<file path="config.mk">
export PLATFORM = sky130hd
export DESIGN_NAME = bcd_scan_display
export DESIGN_NICKNAME = d
export VERILOG_FILES = /design/src/rtl/bcd_scan_display.sv
export SDC_FILE = /design/constraint.sdc
export NUM_CORES = 1
export LEC_CHECK = 0
export ABC_AREA = 1
export ABC_CLOCK_PERIOD_IN_PS = 1700
export CELL_PAD_IN_SITES_DETAIL_PLACEMENT = 1
export CELL_PAD_IN_SITES_GLOBAL_PLACEMENT = 2
export CORE_MARGIN = 2
export CORE_UTILIZATION = 35
export CTS_BUF_LIST = sky130_fd_sc_hd__clkbuf_8
export DETAILED_ROUTE_END_ITERATION = 8
export GPL_TIMING_DRIVEN = 0
export PLACE_DENSITY_LB_ADDON = 0.05
export SLEW_MARGIN = 20
export SYNTH_ARGS = -nofsm -noshare
export SYNTH_HDL_FRONTEND = slang
export SYNTH_SLANG_ARGS = --single-unit
</file>
<file path="constraint.sdc">
create_clock -name clk -period 1.7 [get_ports clk]
set_input_delay 0.34 -clock clk [delete_from_list [all_inputs] [get_ports clk]]
set_output_delay 0.34 -clock clk [all_outputs]
set_load 0.1 [all_outputs]
</file>
<file path="src/rtl/bcd_scan_display.sv">
// bcd_scan_display: four-digit multiplexed active-low 7-segment scanner with blank slots and frame-synchronous double buffering (define LZB_EN for leading-zero blanking)
module bcd_scan_display #(
  parameter int SCAN_DIV = 50000
) (
  input  logic        clk,
  input  logic        rst_n,
  input  logic [15:0] bcd_in,
  input  logic        load,
  output logic [6:0]  seg_n,
  output logic [3:0]  dig_en_n,
  output logic        frame_tick
);
  localparam int CW = $clog2(SCAN_DIV);
  logic [CW-1:0] cnt_q, cnt_d;
  logic [1:0]    idx_q, idx_d;
  logic [15:0]   pend_q, pend_d, act_q, act_d;
  logic [6:0]    seg_q, seg_d;
  logic [3:0]    dig_q, dig_d;
  logic          tick_q, tick_d;
  logic          wrap, frame_end, lz;
  logic [3:0]    nib;
  function automatic logic [6:0] dec(input logic [3:0] n);
    case (n)
      4'd0: dec = 7'h40;
      4'd1: dec = 7'h79;
      4'd2: dec = 7'h24;
      4'd3: dec = 7'h30;
      4'd4: dec = 7'h19;
      4'd5: dec = 7'h12;
      4'd6: dec = 7'h02;
      4'd7: dec = 7'h78;
      4'd8: dec = 7'h00;
      4'd9: dec = 7'h10;
      default: dec = 7'h3F;
    endcase
  endfunction
  always_comb begin
    wrap      = cnt_q == CW'(SCAN_DIV - 1);
    frame_end = wrap && idx_q == 2'd3;
    cnt_d     = wrap ? '0 : cnt_q + 1'b1;
    idx_d     = wrap ? idx_q + 1'b1 : idx_q;
    pend_d    = load ? bcd_in : pend_q;
    act_d     = frame_end ? pend_d : act_q;
    tick_d    = frame_end;
    nib       = act_q[idx_q*4 +: 4];
`ifdef LZB_EN
    lz        = idx_q != 2'd0 && (act_q >> (4 * idx_q)) == 16'h0;
`else
    lz        = 1'b0;
`endif
    seg_d     = (cnt_q == '0 || lz) ? 7'h7F : dec(nib);
    dig_d     = cnt_q == '0 ? 4'hF : ~(4'b1 << idx_q);
  end
  always_ff @(posedge clk or negedge rst_n)
    if (!rst_n) begin
      cnt_q  <= '0;
      idx_q  <= '0;
      pend_q <= '0;
      act_q  <= '0;
      seg_q  <= 7'h7F;
      dig_q  <= 4'hF;
      tick_q <= 1'b0;
    end else begin
      cnt_q  <= cnt_d;
      idx_q  <= idx_d;
      pend_q <= pend_d;
      act_q  <= act_d;
      seg_q  <= seg_d;
      dig_q  <= dig_d;
      tick_q <= tick_d;
    end
  assign seg_n      = seg_q;
  assign dig_en_n   = dig_q;
  assign frame_tick = tick_q;
endmodule

</file>
==> impl_metrics.toml, run 1 <==
[power_and_ir_drop]
power_frac_clock_pct = 41.9
powerDensity_nw_per_um2 = 788
sw_frac_of_total_pct = 25.7
p_comb_share_pct = 4.6
irDropWorstVdd_mv = 0.400
power.switching_w = 0.000729
total_power_w = 0.00284
p_int_w = 0.00211
leakagePower_nw = 1.75
p_seq_share_pct = 53.5

[worst_setup_path]
critPathCaptureType = "output port"
rrSetupSlack_ns = 0.13
cp_slowest_cell = "dfstp_2"
path_cells = "buf_2"
path_buf_inv = 1
critical_path.top_delay_family = "flip-flops"
max_stage_delay_ns = 0.52
critPathRequiredTime_ns = 1.36
worstSetupPathType = "flip-flop to output port"
r2r_start = "idx_q[0]$_DFFE_PN0N_"
arrival_ns = 1.28
critPathLaunchType = "flip-flop"
path_max_fanout = 1
timing.rr.end = "seg_n[3]$_DFF_PN1_"
rr_worst_depth = 9

[timing]
hold_viol = 0
relSlewSlack_pct = 63.5
worst_hold_slack_ns = 0.315
finalCritPeriodShare_pct = 95.2
fmaxAchievable_mhz = 618
min_period_ns = 1.62
skew_ns = 0.0113
maxSlewViolCount = 0
worst_pin_slew_ns = 0.550
setup_viol = 0

[synthesis]
netlist_instances = 370
synth_compound_area_share_pct = 1.42
synth_top_area_cell = "dfrtp_1"
synth_cell_types = 29
syn-cell-area_sq_um = 2990
synthSimpleGateAreaFrac_pct = 33.5
ys_ff_latch = 62
synth_top_family_by_area = "simple AND/OR/NAND/NOR gates"
synthesis.nets = 401
yosysSeqAreaShare_pct = 52.4
synth_top_area_share_pct = 42.7
syn_area_per_cell_sq_um = 8.08
synth_adder_area_share_pct = 5.02
yosysWarnings = 0
synthMuxAreaShare_pct = 0
synth.area.top_cells = "dfrtp_1 (43%), nand2_1 (20%), dfstp_2 (9.7%), nand3_1 (5.2%), ha_1 (5.0%)"
synthXorXnorAreaFrac_pct = 1.76

[routing]
drt_iter0_drc = 88
drc = 0
wl_per_cell_microns = 12.7
firstDrtPassIters = 4
drtAntennaViolNets = 0
vias_per_cell = 4.60
wl_mm = 6.67
via_count = 2414

[global_routing]
grt_pass1_wl_mm = 11.6
grt_max_degree = 42
grt_usage_pct = 16.3
grt_antenna_before_repair = 0
grt_pass1_vias = 2464
overflow = 0

[floorplan]
core_sq_um = 8260
die-width_microns = 96.4
fp.dieArea_sq_um = 9300
rows = 33
io_pins = 31
start_util_pct = 36.2
chipHeight_microns = 96.4

[worst_hold_path]
hold_path.class = "input pin to flip-flop"
min_from = "load"
holdPathEnd = "pend_q[3]$_DFF_PN0_"
hold_depth = 3

[cts]
clock_latency_ns = 0.34
cts_sinks = 62
htreeDepth = 3
cts_root_buffer = "clkbuf_8"
cts_made_buffers = 9
clkTransAtPathRegs_ns = 0.08
cts_tree = "yes"
ctsLongestPathBuffers = 2

[final_layout]
final_cell_count_no_fill = 525
drive_gt1_share_pct = 16.0
final_core_util_pct = 43.6
stdcell_area_sq_um = 3600
fillers = 1033
nets = 446
antenna_cells = 0
area_delta_synth_final_pct = 20.5

[run]
maxCapViolations = 0

[place]
port_buffers = 29
routabilityCongestion = 0.770
hpwl_mm = 4.99
placed_area_sq_um = 3430
placed_cells = 505

[status]
status = "complete, no violations"
synth_stat cells:
cell type	instances
buf_2	3
nor2b_1	1
and3_1	1
nand3_4	1
o21bai_1	1
xor2_1	6
o21ai_0	4
ha_1	12
or2_2	1
buf_6	1
nor2_4	2
nor3_1	2
buf_4	1
nand2_1	159
nor2_1	33
clkbuf_1	1
nand2_2	4
dfrtp_1	51
nand3_1	31
inv_1	32
or2_0	1
clkinv_2	1
a21oi_1	3
dfstp_2	11
nand4_1	3
inv_4	1
nand3b_1	1
clkinv_1	1
inv_2	1
registers in the layout, summed over array words and instances, names as in the netlist:
name and count:
act_q 16, cnt_q 16, dig_en_n 4, frame_tick 1, idx_q 2, pend_q 16
seg_n 7
cell type report:
class	count	area, sq um	share of cell area (%)
sequential	62	1570	43.5
multi-input combinational	266	1250	34.8
timing repair buffer	34	287	7.96
inverter	36	143	3.96
tap	105	131	3.65
clock buffer	9	124	3.44
clock inverter	7	56.3	1.56
buffer	6	41.3	1.15
worst max path at each step:
stage                                      from                   end  slack, ns  depth (start not counted)
final                        seg_n[4]$_DFF_PN1_              seg_n[4]       0.08                          1
after global routing       idx_q[0]$_DFFE_PN0N_    seg_n[5]$_DFF_PN1_     -0.005                         11
after CTS                  idx_q[0]$_DFFE_PN0N_    seg_n[3]$_DFF_PN1_      0.007                          9
after detailed placement  dig_en_n[0]$_DFF_PN1_           dig_en_n[0]      -0.26                          1
after global placement                    rst_n  pend_q[10]$_DFF_PN0_      -1.79                          1
after floorplan            idx_q[0]$_DFFE_PN0N_    seg_n[3]$_DFF_PN1_       0.25                          9
cell families after synthesis:
group | Yosys count
simple gates | 240
flops | 62
buf+inv | 42
fa+ha+maj | 12
compound gates | 8
xor+xnor | 6
repair_timing:
item | in CTS | in global routing
hold endpoints to repair | 10 | 0
pin swaps | 0 | 2
endpoints found under the setup margin | 16 | 10
buffers inserted | 0 | 3
gates resized for setup | 60 | 8
hold buffers | 1 | 0
placed cells by master (no fill, tap or decap), types with 2 or more instances in the layout:
| cell | synthesis | routed |
|---|---|---|
| nand2_1 | 159 | 157 |
| dfrtp_1 | 51 | 50 |
| nor2_1 | 33 | 33 |
| nand3_1 | 31 | 31 |
| inv_1 | 32 | 28 |
| clkdlybuf4s50_1 | 0 | 16 |
| buf_2 | 3 | 14 |
| ha_1 | 12 | 12 |
| dfstp_2 | 11 | 11 |
| clkbuf_8 | 0 | 9 |
| nand2_2 | 4 | 6 |
| xor2_1 | 6 | 6 |
| inv_2 | 1 | 5 |
| inv_6 | 0 | 4 |
| o21ai_0 | 4 | 4 |
| clkinvlp_4 | 0 | 4 |
| buf_4 | 1 | 4 |
| nand4_1 | 3 | 3 |
| a21oi_1 | 3 | 3 |
| buf_6 | 1 | 2 |
| nor3_1 | 2 | 2 |
| nor2_4 | 2 | 2 |
routing by layer:
layer	global-route usage (%)	part of all wire (%)
met3	5.20	3.7
met2	27.5	48
met4	4.93	0.91
met1	20.0	47
met5	0	0
power groups by stage:
stage                     Clock (W)  Sequential (W)  Combinational [W]
after detailed placement          0         0.00154           0.000133
final                       0.00119         0.00152           0.000130
after global placement            0         0.00154           0.000126
after global routing        0.00133         0.00152           0.000151
after floorplan                   0         0.00154          0.0000459
after CTS                   0.00126         0.00152           0.000135
through the flow:
stage | TNS (ns) | setup WS (ns)
after CTS | 0 | 0.00741
after detailed placement | -2.88 | -0.256
after global routing | -0.00473 | -0.00473
after floorplan | 0 | 0.247
after global placement | -105.52 | -1.79
final | 0 | 0.0813
Note: power is estimated with default switching activity, not from simulation.
==> inputs of run 2 (changes only) <==
--- a/config.mk
+++ b/config.mk
@@ -9,7 +9,6 @@
 export ABC_CLOCK_PERIOD_IN_PS = 1700
 export CELL_PAD_IN_SITES_DETAIL_PLACEMENT = 1
 export CELL_PAD_IN_SITES_GLOBAL_PLACEMENT = 2
-export CORE_MARGIN = 2
 export CORE_UTILIZATION = 35
 export CTS_BUF_LIST = sky130_fd_sc_hd__clkbuf_8
 export DETAILED_ROUTE_END_ITERATION = 8
==> impl_metrics.toml, run 2 (same netlist as run 1, synthesis figures left out) <==
[status]
status = "complete, no violations"

[cts]
clock_latency_ns = 0.34
ctsLongestPathBuffers = 2
cts_root_buffer = "clkbuf_8"
cts_tree = "yes"
cts_made_buffers = 9
htreeDepth = 3
cts_sinks = 62
clkTransAtPathRegs_ns = 0.07

[floorplan]
die-width_microns = 94.4
start_util_pct = 36.2
fp.dieArea_sq_um = 8910
core_sq_um = 8260
io_pins = 31
chipHeight_microns = 94.4
rows = 33

[global_routing]
grt_antenna_before_repair = 0
grt_pass1_vias = 2457
grt_max_degree = 42
overflow = 0
grt_pass1_wl_mm = 11.6
grt_usage_pct = 17.0

[routing]
vias_per_cell = 4.56
via_count = 2384
drt_iter0_drc = 80
wl_per_cell_microns = 12.7
route.top_layer_used = "met4"
drt-met1-wl_mm = 3.16
met2_length_mm = 3.20
drc = 0
firstDrtPassIters = 4
wl_mm = 6.63
wl_met3_microns = 152
drtAntennaViolNets = 0

[power_and_ir_drop]
leakagePower_nw = 1.79
irDropWorstVdd_mv = 0.387
powerDensity_nw_per_um2 = 885

[final_layout]
antenna_cells = 0
nets = 444
top_regs = "act_q (16), cnt_q (16), pend_q (16)"
layout.cells.most_common_list = "nand2_1 (157), dfrtp_1 (51), nor2_1 (32)"
area_delta_synth_final_pct = 22.0
stdcell_area_sq_um = 3650
drive_gt1_share_pct = 15.3
final_core_util_pct = 44.2
final_common_cell = "nand2_1"

[timing]
worst_pin_slew_ns = 0.553
setup_viol = 0
relSlewSlack_pct = 63.3
skew_ns = 0.00765
rsz0062_at_grt = "yes"
fmaxAchievable_mhz = 622
hold_viol = 0
min_period_ns = 1.61
finalCritPeriodShare_pct = 94.6
maxSlewViolCount = 0

[worst_setup_path]
path_max_fanout = 1
rrSetupSlack_ns = 0.12
critPathLaunchType = "flip-flop"
timing.rr.end = "seg_n[3]$_DFF_PN1_"
arrival_ns = 1.27
path_buf_inv = 1
critPathCaptureType = "output port"
cp_slowest_cell = "dfstp_2"
critPathRequiredTime_ns = 1.36
r2r_start = "idx_q[0]$_DFFE_PN0N_"
worstSetupPathType = "flip-flop to output port"
rr_worst_depth = 9
critical_path.top_delay_family = "flip-flops"
path_cells = "buf_2"
max_stage_delay_ns = 0.51

[worst_hold_path]
hold_path.class = "input pin to flip-flop"
holdPathEnd = "pend_q[0]$_DFF_PN0_"
min_from = "load"
hold_depth = 3

[place]
hpwl_mm = 4.93
placed_area_sq_um = 3430
routabilityCongestion = 0.724
port_buffers = 29

[run]
maxCapViolations = 0
run 2: cell types whose count changed in the layout (fill, tap and decap cells not counted), sizes merged:
cell,change
clkinvlp,-4
inv,-1
clkinv,+2
bufinv,+3
buf,-2
run 2: layout make-up:
| cell class | count | area, sq um |
|---|---|---|
| buffer | 6 | 41.3 |
| inverter | 36 | 143 |
| sequential | 62 | 1570 |
| timing repair buffer | 32 | 269 |
| clock buffer | 9 | 124 |
| tap | 105 | 131 |
| multi-input combinational | 266 | 1260 |
| clock inverter | 7 | 113 |
| fill | 1032 | 4610 |
run 2: how the worst max path moves through the flow:
stage               slack, ns  cells after the start              endpoint             startpoint
detailed placement      -0.25                      1           dig_en_n[0]  dig_en_n[0]$_DFF_PN1_
finish                   0.09                      1              seg_n[6]     seg_n[6]$_DFF_PN1_
global placement        -1.78                      1  pend_q[10]$_DFF_PN0_                  rst_n
global route            -0.02                     11    seg_n[5]$_DFF_PN1_   idx_q[0]$_DFFE_PN0N_
CTS                     0.009                      9    seg_n[3]$_DFF_PN1_   idx_q[0]$_DFFE_PN0N_
floorplan                0.25                      9    seg_n[3]$_DFF_PN1_   idx_q[0]$_DFFE_PN0N_
run 2: repair_timing:
| item | 4_1_cts | 5_1_grt |
|---|---|---|
| setup buffers | 0 | 0 |
| resized for setup | 59 | 9 |
| hold endpoints to repair | 10 | 0 |
| hold buffers | 1 | 0 |
| pin swaps | 0 | 3 |
| gates cloned | 0 | 1 |
| setup endpoints to repair | 16 | 10 |
run 2: per-layer routing:
metal	global-route usage (%)	vias to the layer above
li1	-	1225
met1	21.2	1121
met2	28.4	28
met3	2.66	10
met4	8.46	0
met5	0	-
run 2: power breakdown:
| part | switching, W | leakage [nW] | internal (W) | total, W |
|---|---|---|---|---|
| logic | 0.0000742 | 0.964 | 0.0000571 | 0.000131 |
| clock network | 0.000611 | 0.125 | 0.000969 | 0.00158 |
| registers | 0.00000868 | 0.701 | 0.00151 | 0.00152 |
| total | 0.000693 | 1.79 | 0.00253 | 0.00323 |
run 2: through the flow:
step                cells  power [W]  setup slack, ns  setup TNS [ns]  hold slack, ns
global placement      504    0.00167            -1.78         -105.24           0.457
global route          523    0.00335          -0.0173         -0.0396           0.332
finish                523    0.00323           0.0911               0           0.314
detailed placement    505    0.00168           -0.253           -2.88           0.256
floorplan             370    0.00159            0.247               0          0.0444
CTS                   522    0.00328          0.00939               0           0.303
